**config.mk**
```make
export PLATFORM = sky130hd
export DESIGN_NAME = serdesphy_bringup_seq
export DESIGN_NICKNAME = d
export VERILOG_FILES = /design/src/rtl/serdesphy_bringup_seq.sv
export SDC_FILE = /design/constraint.sdc
export NUM_CORES = 1
export LEC_CHECK = 0
export BUFFER_PORTS_ARGS = -buffer_cell sky130_fd_sc_hd__buf_4
export CELL_PAD_IN_SITES_DETAIL_PLACEMENT = 1
export CELL_PAD_IN_SITES_GLOBAL_PLACEMENT = 2
export CORE_ASPECT_RATIO = 0.6
export CORE_MARGIN = 2
export CORE_UTILIZATION = 31
export CTS_BUF_LIST = sky130_fd_sc_hd__clkbuf_4 sky130_fd_sc_hd__clkbuf_8 sky130_fd_sc_hd__clkbuf_16
export DETAILED_ROUTE_END_ITERATION = 10
export GPL_ROUTABILITY_DRIVEN = 0
export PLACE_DENSITY = 0.82
export RECOVER_POWER = 25
export REMOVE_ABC_BUFFERS = 1
export SKIP_LAST_GASP = 1
export SLEW_MARGIN = 20
export SYNTH_ARGS = -nofsm -noshare
export SYNTH_HDL_FRONTEND = slang
export SYNTH_SLANG_ARGS = --single-unit
export TNS_END_PERCENT = 50
```
**constraint.sdc**
```tcl
create_clock -name clk -period 2.5 [get_ports clk]
set_input_delay 0.25 -clock clk [delete_from_list [all_inputs] [get_ports clk]]
set_output_delay 0.25 -clock clk [all_outputs]
set_load 0.05 [all_outputs]
```
**src/rtl/serdesphy_bringup_seq.sv**
```systemverilog
// SerDes PHY bring-up sequencer: power-up write/poll sequence onto the CSR bus,
// with host passthrough whenever no sequence is running.
module serdesphy_bringup_seq #(
   parameter logic [3:0] VCO_TRIM      = 4'h8,
   parameter logic [1:0] CP_CURRENT    = 2'h2,
   parameter logic [2:0] CDR_GAIN      = 3'h4,
   parameter logic [7:0] TX_CFG        = 8'h07,
   parameter logic [7:0] RX_CFG        = 8'h07,
   parameter int         RST_CYCLES    = 16,
   parameter int         POLL_INTERVAL = 8,
   parameter int         LOCK_TIMEOUT  = 4096
) (
   input  logic       clk,
   input  logic       rst,
   input  logic       seq_start,
   input  logic       seq_abort,
   input  logic [7:0] host_addr,
   input  logic [7:0] host_wdata,
   input  logic       host_write_en,
   input  logic       host_read_en,
   output logic [7:0] host_rdata,
   output logic [7:0] csr_addr,
   output logic [7:0] csr_wdata,
   output logic       csr_write_en,
   output logic       csr_read_en,
   input  logic [7:0] csr_rdata,
   output logic       seq_busy,
   output logic       seq_done,
   output logic       seq_error,
   output logic [1:0] seq_err_code,
   output logic       host_drop
);
   localparam logic [3:0] S_IDLE      = 4'd0;
   localparam logic [3:0] S_W_PHY     = 4'd1;
   localparam logic [3:0] S_W_PLL_RST = 4'd2;
   localparam logic [3:0] S_PLL_HOLD  = 4'd3;
   localparam logic [3:0] S_W_PLL_REL = 4'd4;
   localparam logic [3:0] S_PLL_POLL  = 4'd5;
   localparam logic [3:0] S_W_CDR_RST = 4'd6;
   localparam logic [3:0] S_W_CDR_REL = 4'd7;
   localparam logic [3:0] S_CDR_POLL  = 4'd8;
   localparam logic [3:0] S_W_CDR_RUN = 4'd9;
   localparam logic [3:0] S_W_TX      = 4'd10;
   localparam logic [3:0] S_W_RX      = 4'd11;
   localparam logic [3:0] S_DONE      = 4'd12;
   localparam logic [3:0] S_W_SAFE    = 4'd13;
   localparam logic [3:0] S_ERROR     = 4'd14;

   localparam logic [1:0] P_RD  = 2'd0;
   localparam logic [1:0] P_CHK = 2'd1;
   localparam logic [1:0] P_GAP = 2'd2;

   localparam logic [15:0] HOLD_LAST = 16'(RST_CYCLES - 1);
   localparam logic [15:0] GAP_LAST  = 16'(POLL_INTERVAL - 1);
   localparam logic [15:0] TMO_LAST  = 16'(LOCK_TIMEOUT - 1);

   logic [3:0]  r_state, w_nxt;
   logic [1:0]  r_sub;
   logic [15:0] r_cnt, r_tmo;
   logic [1:0]  r_pend, w_pend;
   logic        r_done, r_error;
   logic [1:0]  r_code;
   logic        w_idle, w_poll, w_lock, w_start, w_abort;
   logic        w_wr, w_rd;
   logic [7:0]  w_waddr, w_wdata;

   assign w_idle  = (r_state == S_IDLE) || (r_state == S_DONE) ||
                    (r_state == S_ERROR);
   assign w_poll  = (r_state == S_PLL_POLL) || (r_state == S_CDR_POLL);
   assign w_lock  = (r_state == S_PLL_POLL) ? csr_rdata[0] : csr_rdata[1];
   assign w_start = seq_start & ~seq_abort & w_idle;
   assign w_abort = seq_abort & ~w_idle;
   assign w_rd    = w_poll && (r_sub == P_RD);

   always_comb begin
      w_wr    = 1'b1;
      w_waddr = 8'h00;
      w_wdata = 8'h00;
      case (r_state)
         S_W_PHY:     w_wdata = 8'h01;
         S_W_PLL_RST: begin w_waddr = 8'h04; w_wdata = {2'b01, CP_CURRENT, VCO_TRIM}; end
         S_W_PLL_REL: begin w_waddr = 8'h04; w_wdata = {2'b00, CP_CURRENT, VCO_TRIM}; end
         S_W_CDR_RST: begin w_waddr = 8'h05; w_wdata = {5'b00011, CDR_GAIN}; end
         S_W_CDR_REL: begin w_waddr = 8'h05; w_wdata = {5'b00001, CDR_GAIN}; end
         S_W_CDR_RUN: begin w_waddr = 8'h05; w_wdata = {5'b00000, CDR_GAIN}; end
         S_W_TX:      begin w_waddr = 8'h01; w_wdata = TX_CFG; end
         S_W_RX:      begin w_waddr = 8'h02; w_wdata = RX_CFG; end
         S_W_SAFE:    w_wdata = 8'h02;
         default:     w_wr = 1'b0;
      endcase
   end

   always_comb begin
      w_nxt  = r_state;
      w_pend = r_pend;
      if (w_abort) begin
         w_nxt  = S_W_SAFE;
         w_pend = 2'b11;
      end else begin
         case (r_state)
            S_IDLE, S_DONE, S_ERROR: if (w_start) w_nxt = S_W_PHY;
            S_W_PHY:     w_nxt = S_W_PLL_RST;
            S_W_PLL_RST: w_nxt = S_PLL_HOLD;
            S_PLL_HOLD:  if (r_cnt == HOLD_LAST) w_nxt = S_W_PLL_REL;
            S_W_PLL_REL: w_nxt = S_PLL_POLL;
            S_PLL_POLL, S_CDR_POLL: begin
               if (r_sub == P_CHK && w_lock) begin
                  w_nxt = (r_state == S_PLL_POLL) ? S_W_CDR_RST : S_W_CDR_RUN;
               end else if (r_tmo == TMO_LAST) begin
                  w_nxt  = S_W_SAFE;
                  w_pend = (r_state == S_PLL_POLL) ? 2'b01 : 2'b10;
               end
            end
            S_W_CDR_RST: w_nxt = S_W_CDR_REL;
            S_W_CDR_REL: w_nxt = S_CDR_POLL;
            S_W_CDR_RUN: w_nxt = S_W_TX;
            S_W_TX:      w_nxt = S_W_RX;
            S_W_RX:      w_nxt = S_DONE;
            S_W_SAFE:    w_nxt = S_ERROR;
            default:     w_nxt = S_IDLE;
         endcase
      end
   end

   always_ff @(posedge clk) begin
      if (rst) begin
         r_state <= S_IDLE;
         r_sub   <= P_RD;
         r_cnt   <= 16'd0;
         r_tmo   <= 16'd0;
         r_pend  <= 2'b00;
         r_done  <= 1'b0;
         r_error <= 1'b0;
         r_code  <= 2'b00;
      end else begin
         r_state <= w_nxt;
         r_pend  <= w_pend;
         if (w_nxt != r_state) begin
            r_cnt <= 16'd0;
            r_tmo <= 16'd0;
            r_sub <= P_RD;
         end else if (w_poll) begin
            r_tmo <= r_tmo + 16'd1;
            case (r_sub)
               P_RD:  r_sub <= P_CHK;
               P_CHK: begin r_sub <= P_GAP; r_cnt <= 16'd0; end
               default: begin
                  if (r_cnt == GAP_LAST) r_sub <= P_RD;
                  else r_cnt <= r_cnt + 16'd1;
               end
            endcase
         end else begin
            r_cnt <= r_cnt + 16'd1;
         end
         // Status flags change only on entry to a terminal state or on restart
         if (w_start) begin
            r_done  <= 1'b0;
            r_error <= 1'b0;
            r_code  <= 2'b00;
         end else if (r_state == S_W_RX && w_nxt == S_DONE) begin
            r_done <= 1'b1;
         end else if (r_state == S_W_SAFE && w_nxt == S_ERROR) begin
            r_error <= 1'b1;
            r_code  <= r_pend;
         end
      end
   end

   assign csr_write_en = w_idle ? host_write_en : w_wr;
   assign csr_read_en  = w_idle ? host_read_en : w_rd;
   assign csr_addr     = w_idle ? host_addr : (w_waddr | (w_rd ? 8'h06 : 8'h00));
   assign csr_wdata    = w_idle ? host_wdata : w_wdata;
   assign host_rdata   = csr_rdata;
   assign host_drop    = ~w_idle & (host_write_en | host_read_en);
   assign seq_busy     = ~w_idle;
   assign seq_done     = r_done;
   assign seq_error    = r_error;
   assign seq_err_code = r_code;
endmodule

```
==> results.sh, run 1 <==
export IMPL_routedWlPerCell_um=18.04
export IMPL_clockPowerShare=0.128
export IMPL_critPathKind="reg -> reg"
export IMPL_first_iter_violations=186
export IMPL_initial_core_util=0.3171
export IMPL_required_ns=2.68
export IMPL_hold_violations=0
export IMPL_drv_slew=0
export IMPL_grt_max_degree=23
export IMPL_final_area_um2=3817
export IMPL_avgSynthCellArea_um2=7.553
export IMPL_fin_setup_tns_ns=0
export IMPL_cts_tree="yes"
export IMPL_clock_sinks=44
export IMPL_cp_arrival_ns=2.65
export IMPL_tightest_slew_ns=0.6251
export IMPL_grt_pass1_vias=2989
export IMPL_ioPinCount=62
export IMPL_layout_commonest_cell="buf_4"
export IMPL_slew_headroom=0.5789
export IMPL_pwr_density_cell_nw_per_um2=1352
export IMPL_cp_start_kind="flip-flop"
export IMPL_grt_pass1_wl_um=15970
export IMPL_yosysWarnings=0
export IMPL_period_needed_ns=2.464
export IMPL_num_fill_cells=1114
export IMPL_drc=0
export IMPL_async_reset_ff_frac=0
export IMPL_synthCells=383
export IMPL_hpwl_um=7690
export IMPL_cts_buffers=5
export IMPL_cp_end_kind="flip-flop"
export IMPL_path_max_fanout=6
export IMPL_peakVddDrop_v=0.0004810
export IMPL_row_count=27
export IMPL_cts_reportedPaths_clkPinSlew_ns=0.06
export IMPL_layout_drive_gt1_share=0.2655
export IMPL_holdWs_ns=0.1977
export IMPL_post_place_ws_ns=-0.02344
export IMPL_yosys_most_used_dff="dfxtp_1"
export IMPL_p_comb_frac=0.705
export IMPL_setup_viol=0
export IMPL_die_h_um=78.83
export IMPL_first_pass_iters=5
export IMPL_synth_cell_type_count=55
export IMPL_vias_per_cell=5.376
export IMPL_p_int_mw=2.496
export IMPL_yosysSeqAreaShare=0.3045
export IMPL_die_area_um2=10150
export IMPL_nets=483
export IMPL_core_area_um2=9121
export IMPL_io_buffers=49
export IMPL_synth_edf_count=0
export IMPL_seq_power_share=0.168
export IMPL_dpl_cell_area_um2=3568
export IMPL_fin_crit_sh=0.9857
export IMPL_swShare=0.5165
export IMPL_grt_usage=0.1997
export IMPL_layout_common_cells="buf_4, nand2_1, nor2_1"
export IMPL_die_width_um=128.7
export IMPL_rsz0062_at_grt="true"
export IMPL_areaGrowthSynthToFinish_pct=31.96
export IMPL_outcome="complete, no violations"
export IMPL_maxCapViolations=0
export IMPL_power_switching_mw=2.666
export IMPL_htreeDepth=2
export IMPL_wirelength_um=10270
export IMPL_netlist_area_um2=2893
export IMPL_antenna_found_initial=1
export IMPL_fmax_mhz=405.8
export IMPL_ant_nets=0
export IMPL_ctsRootBufferMaster="clkbuf_16"
export IMPL_clk_path_buf_depth=2
export IMPL_vias=3059
export IMPL_clk_latency_ns=0.29
export IMPL_finClkSkew_ns=0.006637
export IMPL_fin_ws_ns=0.03564
export IMPL_min_path_type="in -> reg"
export IMPL_power_leakage_nw=1.478
export IMPL_overflow=0
export IMPL_ys_ff_latch=44
export IMPL_post_route_util=0.4185
==> power groups by stage <==
stage                     Clock, mW  Sequential, mW  Combinational (mW)
after floorplan                   0           0.913                1.86
after global placement            0           0.866                3.21
after detailed placement          0           0.870                3.26
after CTS                     0.676           0.856                3.27
after global routing          0.698           0.874                3.84
final                         0.658           0.866                3.64
==> repair_timing <==
action,in CTS,in global routing
setup endpoints to repair,34,40
gates cloned,0,2
pin swaps,1,1
gates resized for setup,2,11
setup buffers,0,1
hold buffers,0,0
==> stage by stage <==
stage / total power [mW] / instances
6_report: 5.161 / 569
5_1_grt: 5.414 / 568
3_5_place_dp: 4.131 / 557
3_3_place_gp: 4.081 / 557
4_1_cts: 4.800 / 565
2_1_floorplan: 2.777 / 354
==> worst max-delay path: stages, from the launching register on <==
cell,delay [ns]
dfxtp_1,0.32
or4_4,0.54
or4_4,0.58
nor4_4,0.15
buf_4,0.15
nor4_2,0.06
o221ai_4,0.20
buf_12,0.17
clkbuf_16,0.15
nor3_1,0.05
==> cell usage after synthesis, types with 3 or more instances <==
cell	number	area, µm²
inv_1	13	48.80
clkbuf_1	12	45.04
xor2_1	14	122.6
nor3_1	19	95.09
a211oi_1	3	22.52
nor3b_1	3	22.52
nand4_1	6	37.54
a31oi_1	3	18.77
o21ai_0	21	105.1
nand2_1	48	180.2
nor3_2	7	70.07
dfxtp_1	44	880.8
nand3b_1	3	22.52
buf_4	10	75.07
nand2b_1	5	31.28
and2_1	10	62.56
nor4bb_1	3	30.03
and3_1	3	18.77
a21oi_1	20	100.1
or4_1	8	60.06
mux2i_1	4	40.04
nor2_1	47	176.4
nor4_1	4	25.02
buf_2	4	20.02
xnor2_1	14	122.6
nand3_1	14	70.07
==> kinds of logic after synthesis <==
group / synth area share
xor gates and xnor gates: 0.08478
muxes: 0.01773
and+or+nand+nor: 0.3443
DFF: 0.3045
buffers and inverters: 0.07828
AOI/OAI and AO/OA: 0.1618
adders and majority gates: 0.008649
==> worst paths after layout <==
kind,start,depth (start not counted),slack [ns],endpoint
worst min-delay path,rst,2,0.20,r_state[0]$_SDFF_PP0_
worst min register to register,seq_error$_SDFFE_PP0P_,2,0.45,seq_error$_SDFFE_PP0P_
worst max-delay path,r_cnt[11]$_SDFFE_PP0P_,9,0.04,r_cnt[13]$_SDFFE_PP0P_
worst max register to register,r_cnt[11]$_SDFFE_PP0P_,9,0.04,r_cnt[13]$_SDFFE_PP0P_
==> registers in the layout, indices dropped and copies added, names as in the netlist <==
register      cells
r_cnt            16
r_tmo            16
r_state           4
r_pend            2
r_sub             2
seq_err_code      2
seq_done          1
seq_error         1
==> layer usage <==
metal | global-route usage | vias up | part of all wire
met3 | 0.04515 | 6 | 0.051
met5 | 0 | - | 0
met4 | 0.02826 | 0 | 0.0048
met2 | 0.2741 | 85 | 0.41
li1 | - | 1469 | -
met1 | 0.3163 | 1499 | 0.53
==> area by class of cell <==
cell class	count	area (µm²)	share of cell area
sequential	44	885.9	0.2321
tap	116	145.1	0.03802
timing repair buffer	90	754.5	0.1976
clock buffer	5	125.1	0.03278
multi-input combinational	297	1837	0.4812
inverter	13	48.80	0.01278
antenna	1	2.502	0.0006555
clock inverter	3	18.77	0.004916
(Power assumes the default switching activity.)
==> run 2: changes to the inputs <==
--- a/config.mk
+++ b/config.mk
@@ -17,6 +17,7 @@
 export PLACE_DENSITY = 0.82
 export RECOVER_POWER = 25
 export REMOVE_ABC_BUFFERS = 1
+export SETUP_SLACK_MARGIN = 0.4
 export SKIP_LAST_GASP = 1
 export SLEW_MARGIN = 20
 export SYNTH_ARGS = -nofsm -noshare
==> run 2 against run 1 <==
  * Final cell count rose by 1.1%
  * Fmax is 0.34% lower
  * Final area increased by 4.6%
  * Setup slack worse by 0.0085 ns
  * Combinational power increased by 9.9%
  * Total power rose by 7.0%
  * Sequential power down 1%
  * Clock power is essentially flat
  * First-iteration DRC count decreased by 4.8%
  * Critical path type unchanged
  * Critical endpoint unchanged
==> results.sh, run 2 (same netlist as run 1, synthesis figures left out) <==
export IMPL_slowest_stage="or4_4"
export IMPL_initial_core_util=0.3171
export IMPL_power_switching_mw=2.820
export IMPL_ant_nets=0
export IMPL_htreeDepth=2
export IMPL_drv_slew=0
export IMPL_die_area_um2=10150
export IMPL_cp_top_family="simple AND/OR/NAND/NOR gates"
export IMPL_outcome="complete, no violations"
export IMPL_fin_setup_tns_ns=0
export IMPL_r2r_end="r_cnt[13]$_SDFFE_PP0P_"
export IMPL_antenna_found_initial=1
export IMPL_cts_buffers=5
export IMPL_routedWlPerCell_um=18.40
export IMPL_ioPinCount=62
export IMPL_slew_headroom=0.5851
export IMPL_row_count=27
export IMPL_crit_start="r_cnt[13]$_SDFFE_PP0P_"
export IMPL_p_comb_frac=0.725
export IMPL_worst_path_stages=9
export IMPL_die_h_um=78.83
export IMPL_fin_cells=575
export IMPL_fin_ws_ns=0.02718
export IMPL_areaGrowthSynthToFinish_pct=38.06
export IMPL_overflow=0
export IMPL_nets=489
export IMPL_rsz0062_at_grt="true"
export IMPL_hpwl_um=7690
export IMPL_post_place_ws_ns=-0.02344
export IMPL_clk_latency_ns=0.29
export IMPL_grt_max_degree=23
export IMPL_final_area_um2=3994
export IMPL_r2r_cells=9
export IMPL_clk_path_buf_depth=2
export IMPL_power_leakage_nw=1.538
export IMPL_tightest_slew_ns=0.6250
export IMPL_min_path_type="in -> reg"
export IMPL_endpoint="r_cnt[13]$_SDFFE_PP0P_"
export IMPL_core_area_um2=9121
export IMPL_finClkSkew_ns=0.005603
export IMPL_fmax_mhz=404.4
export IMPL_maxCapViolations=0
export IMPL_cp_end_kind="flip-flop"
export IMPL_cts_tree="yes"
export IMPL_critPathMaxStageDelay_ns=0.58
export IMPL_crit_buf_inv=3
export IMPL_layout_common_cells="buf_4, nand2_1, nor2_1"
export IMPL_peakVddDrop_v=0.0004833
export IMPL_required_ns=2.68
export IMPL_reg2reg_from="r_cnt[13]$_SDFFE_PP0P_"
export IMPL_post_route_util=0.4379
export IMPL_fin_crit_sh=0.9891
export IMPL_num_fill_cells=1107
export IMPL_wirelength_um=10580
export IMPL_pwr_density_cell_nw_per_um2=1382
export IMPL_first_pass_iters=4
export IMPL_layout_drive_gt1_share=0.3210
export IMPL_vias=3077
export IMPL_p_int_mw=2.700
export IMPL_ctsRootBufferMaster="clkbuf_16"
export IMPL_grt_pass1_wl_um=16620
export IMPL_place_inst=557
export IMPL_clockPowerShare=0.119
export IMPL_setup_viol=0
export IMPL_die_width_um=128.7
export IMPL_hold_violations=0
export IMPL_dpl_cell_area_um2=3568
export IMPL_vias_per_cell=5.351
export IMPL_clock_sinks=44
export IMPL_cp_start_kind="flip-flop"
export IMPL_path_max_fanout=6
export IMPL_grt_usage=0.2090
export IMPL_seq_power_share=0.155
export IMPL_first_iter_violations=177
export IMPL_grt_pass1_vias=3071
export IMPL_io_buffers=49
export IMPL_drc=0
export IMPL_cts_reportedPaths_clkPinSlew_ns=0.06
export IMPL_layout_commonest_cell="buf_4"
export IMPL_largestRegisters="r_cnt x16, r_tmo x16, r_state x4"
export IMPL_cp_arrival_ns=2.65
export IMPL_crit_chain="or4_4 -> or4_4 -> nor4_4 -> buf_4 -> nor4_4 -> o221ai_4 -> buf_6 -> clkbuf_16 -> nor3_1"
export IMPL_critPathKind="reg -> reg"
export IMPL_total_power_mw=5.520
export IMPL_holdWs_ns=0.2052
export IMPL_swShare=0.5109
export IMPL_regToRegSetupSlack_ns=0.03
export IMPL_period_needed_ns=2.473
## run 2: cell types whose count changed in the layout (fill, tap and decap cells not counted), sizes merged
cell,before,now
buf,83,89
## run 2: worst min-delay path by stage
| stage | start | endpoint | slack (ns) | cells past startpoint |
|---|---|---|---|---|
| after floorplan | rst | r_pend[1]$_SDFFE_PP0P_ | 0.32 | 1 |
| after global placement | seq_error$_SDFFE_PP0P_ | seq_error$_SDFFE_PP0P_ | 0.44 | 2 |
| after detailed placement | seq_error$_SDFFE_PP0P_ | seq_error$_SDFFE_PP0P_ | 0.44 | 2 |
| after CTS | rst | r_state[3]$_SDFF_PP0_ | 0.19 | 2 |
| after global routing | rst | r_state[0]$_SDFF_PP0_ | 0.19 | 2 |
| final | rst | r_state[0]$_SDFF_PP0_ | 0.21 | 2 |
## run 2: routing by layer
metal	part of all wire	wire (µm)	track usage	vias up
met5	0	0	0	-
met4	0.0061	65	0.02826	0
met3	0.062	655	0.04515	6
met2	0.42	4416	0.2974	82
met1	0.51	5441	0.3248	1499
li1	-	-	-	1490
## run 2: layout make-up
| type | count | area (µm²) | area share |
|---|---|---|---|
| timing repair buffer | 96 | 827.0 | 0.2071 |
| sequential | 44 | 892.1 | 0.2234 |
| tap | 116 | 145.1 | 0.03634 |
| clock inverter | 3 | 18.77 | 0.004699 |
| antenna | 1 | 2.502 | 0.0006266 |
| clock buffer | 5 | 125.1 | 0.03133 |
| inverter | 13 | 48.80 | 0.01222 |
| multi-input combinational | 297 | 1934 | 0.4843 |
## run 2: worst reg2reg max path: cells and delay by family, from the launching register on
| kind | cells | cell delay [ns] |
|---|---|---|
| simple gates | 5 | 1.38 |
| buf+inv | 3 | 0.47 |
| flops | 1 | 0.32 |
| compound gates | 1 | 0.20 |
## run 2: power by group through the flow
stage	sequential (mW)	combinational, mW	clock (mW)
3_3_place_gp	0.866	3.21	0
5_1_grt	0.864	4.22	0.699
2_1_floorplan	0.913	1.86	0
4_1_cts	0.850	3.62	0.676
3_5_place_dp	0.870	3.26	0
6_report	0.857	4.00	0.659
## run 2: what timing repair did
| action | 4_1_cts | 5_1_grt |
|---|---|---|
| cloned | 1 | 2 |
| setup buffers | 4 | 2 |
| gates resized for setup | 18 | 26 |
| hold buffers | 0 | 0 |
| pin swaps | 1 | 6 |
| endpoints found under the setup margin | 53 | 57 |
==> run 3: changes to the inputs <==
==> constraint.sdc (replaced) <==
create_clock -name clk -period 2.61 [get_ports clk]
set_input_delay 0.261 -clock clk [delete_from_list [all_inputs] [get_ports clk]]
set_output_delay 0.261 -clock clk [all_outputs]
set_load 0.05 [all_outputs]
==> run 3 against run 2 <==
  * Die area is the same
  * Critical path type unchanged
  * Flip-flop and latch count unchanged
  * Clock power decreased by 6.1%
  * Via count is 3.3% lower
  * Clock-buffer cell count up 1
  * Sequential share of layout area up 1.4 points
  * Largest power group unchanged
==> results.sh, run 3 (same netlist as run 1, synthesis figures left out) <==
export IMPL_drc=0
export IMPL_power_switching_mw=2.530
export IMPL_die_width_um=128.7
export IMPL_maxCapViolations=0
export IMPL_cp_start_kind="flip-flop"
export IMPL_cp_arrival_ns=2.61
export IMPL_p_int_mw=2.377
export IMPL_first_iter_violations=161
export IMPL_tightest_slew_ns=0.6155
export IMPL_fmax_mhz=411.2
export IMPL_peakVddDrop_v=0.0005009
export IMPL_grt_usage=0.1969
export IMPL_hold_violations=0
export IMPL_swShare=0.5156
export IMPL_n_antenna_cell=0
export IMPL_critPathKind="reg -> reg"
export IMPL_ioPinCount=62
export IMPL_seq_area_um2=890.9
export IMPL_dpl_cell_area_um2=3498
export IMPL_areaGrowthSynthToFinish_pct=29.97
export IMPL_ctsRootBufferMaster="clkbuf_16"
export IMPL_fin_crit_sh=0.9317
export IMPL_clockPowerShare=0.126
export IMPL_die_area_um2=10150
export IMPL_outcome="complete, no violations"
export IMPL_path_max_fanout=10
export IMPL_row_count=27
export IMPL_ant_nets=0
export IMPL_p_comb_frac=0.703
export IMPL_largestRegisters="r_cnt x16, r_tmo x16, r_state x4"
export IMPL_required_ns=2.79
export IMPL_cts_tree="yes"
export IMPL_routedWlPerCell_um=17.50
export IMPL_num_fill_cells=1151
export IMPL_grt_pass1_wl_um=15750
export IMPL_antenna_found_initial=0
export IMPL_grt_pass1_vias=2932
export IMPL_vias_per_cell=5.267
export IMPL_core_area_um2=9121
export IMPL_min_path_type="in -> reg"
export IMPL_initial_core_util=0.3171
export IMPL_first_pass_iters=4
export IMPL_wirelength_um=9886
export IMPL_clk_latency_ns=0.29
export IMPL_drv_slew=0
export IMPL_rsz0062_at_grt="true"
export IMPL_final_area_um2=3760
export IMPL_vias=2976
export IMPL_clk_path_buf_depth=2
export IMPL_hpwl_um=7457
export IMPL_htreeDepth=2
export IMPL_finClkSkew_ns=0.009510
export IMPL_multi_input_area_um2=1841
export IMPL_setup_viol=0
export IMPL_nets=481
export IMPL_pwr_density_cell_nw_per_um2=1305
export IMPL_cp_end_kind="flip-flop"
export IMPL_overflow=0
export IMPL_cts_reportedPaths_clkPinSlew_ns=0.07
export IMPL_layout_common_cells="buf_4, nand2_1, nor2_1"
export IMPL_clock_sinks=44
export IMPL_seq_power_share=0.171
export IMPL_layout_commonest_cell="buf_4"
export IMPL_slew_headroom=0.5914
export IMPL_io_buffers=49
export IMPL_period_needed_ns=2.432
export IMPL_power_leakage_nw=1.440
export IMPL_layout_drive_gt1_share=0.2584
export IMPL_grt_max_degree=21
export IMPL_holdWs_ns=0.2106
export IMPL_die_h_um=78.83
export IMPL_cts_buffers=5
export IMPL_cts_hold_buffers=0
==> run 3: changes by cell type in the layout (fill, tap and decap cells not counted), moves of 3 or more <==
cell,previous run,this run
clkbuf_1,5,9
nor3b_2,3,0
nor3_1,13,19
buf_4,81,73
nor2_1,40,47
nor2_2,5,0
nor3b_1,0,3
buf_12,5,2
nor3_2,12,7
==> run 3: final timing paths <==
path	from	end	slack [ns]	cells past startpoint
setup / recovery	r_cnt[13]$_SDFFE_PP0P_	r_cnt[14]$_SDFFE_PP0P_	0.18	9
setup reg to reg	r_cnt[13]$_SDFFE_PP0P_	r_cnt[14]$_SDFFE_PP0P_	0.18	9
hold / removal	rst	r_state[1]$_SDFF_PP0_	0.21	2
hold reg to reg	seq_error$_SDFFE_PP0P_	seq_error$_SDFFE_PP0P_	0.45	2
==> run 3: timing repair <==
action                                  4_1_cts  5_1_grt
buffers inserted                              5        0
gates cloned                                  1        1
pin swaps                                     2        0
endpoints found under the setup margin       50       48
resized for setup                            18        2
==> run 3: cell type report <==
type                            count  area share
Timing Repair Buffer               88      0.1854
Multi-Input combinational cell    297      0.4895
Clock buffer                        6     0.03527
Tap cell                          116     0.03860
Clock inverter                      1    0.001331
Inverter                           13     0.01298
Sequential cell                    44      0.2369
==> run 3: metal layers <==
metal | wire length [µm] | up-vias | global-route usage
li1 | - | 1469 | -
met3 | 552 | 7 | 0.05121
met4 | 44 | 0 | 0.02826
met2 | 3888 | 58 | 0.2646
met1 | 5401 | 1442 | 0.3126
met5 | 0 | - | 0
==> run 3: critical path, cell delays in order, from the launching register on <==
cell	delay, ns
dfxtp_2	0.32
or4_4	0.53
or4_4	0.57
nor4_4	0.13
buf_4	0.15
nor4_2	0.06
o221ai_4	0.20
buf_6	0.17
clkbuf_16	0.15
nor3_2	0.04
==> run 3: power by group through the flow <==
stage	clock network [mW]	logic [mW]	registers [mW]
after detailed placement	0	3.07	0.846
after floorplan	0	1.79	0.875
after global routing	0.664	3.66	0.847
final	0.619	3.45	0.839
after CTS	0.639	3.35	0.835
after global placement	0	3.03	0.840
==> run 3: through the flow <==
stage / setup TNS, ns / instances / util / power [mW] / worst slack (ns)
after floorplan: -18.19 / 354 / - / 2.660 / -1.000
after global placement: 0 / 551 / 0.3835 / 3.874 / 0.09906
after detailed placement: 0 / 551 / 0.3835 / 3.918 / 0.008526
after CTS: 0 / 564 / 0.4121 / 4.820 / 0.1946
after global routing: 0 / 565 / 0.4122 / 5.171 / 0.09551
final: 0 / 565 / 0.4122 / 4.907 / 0.1782
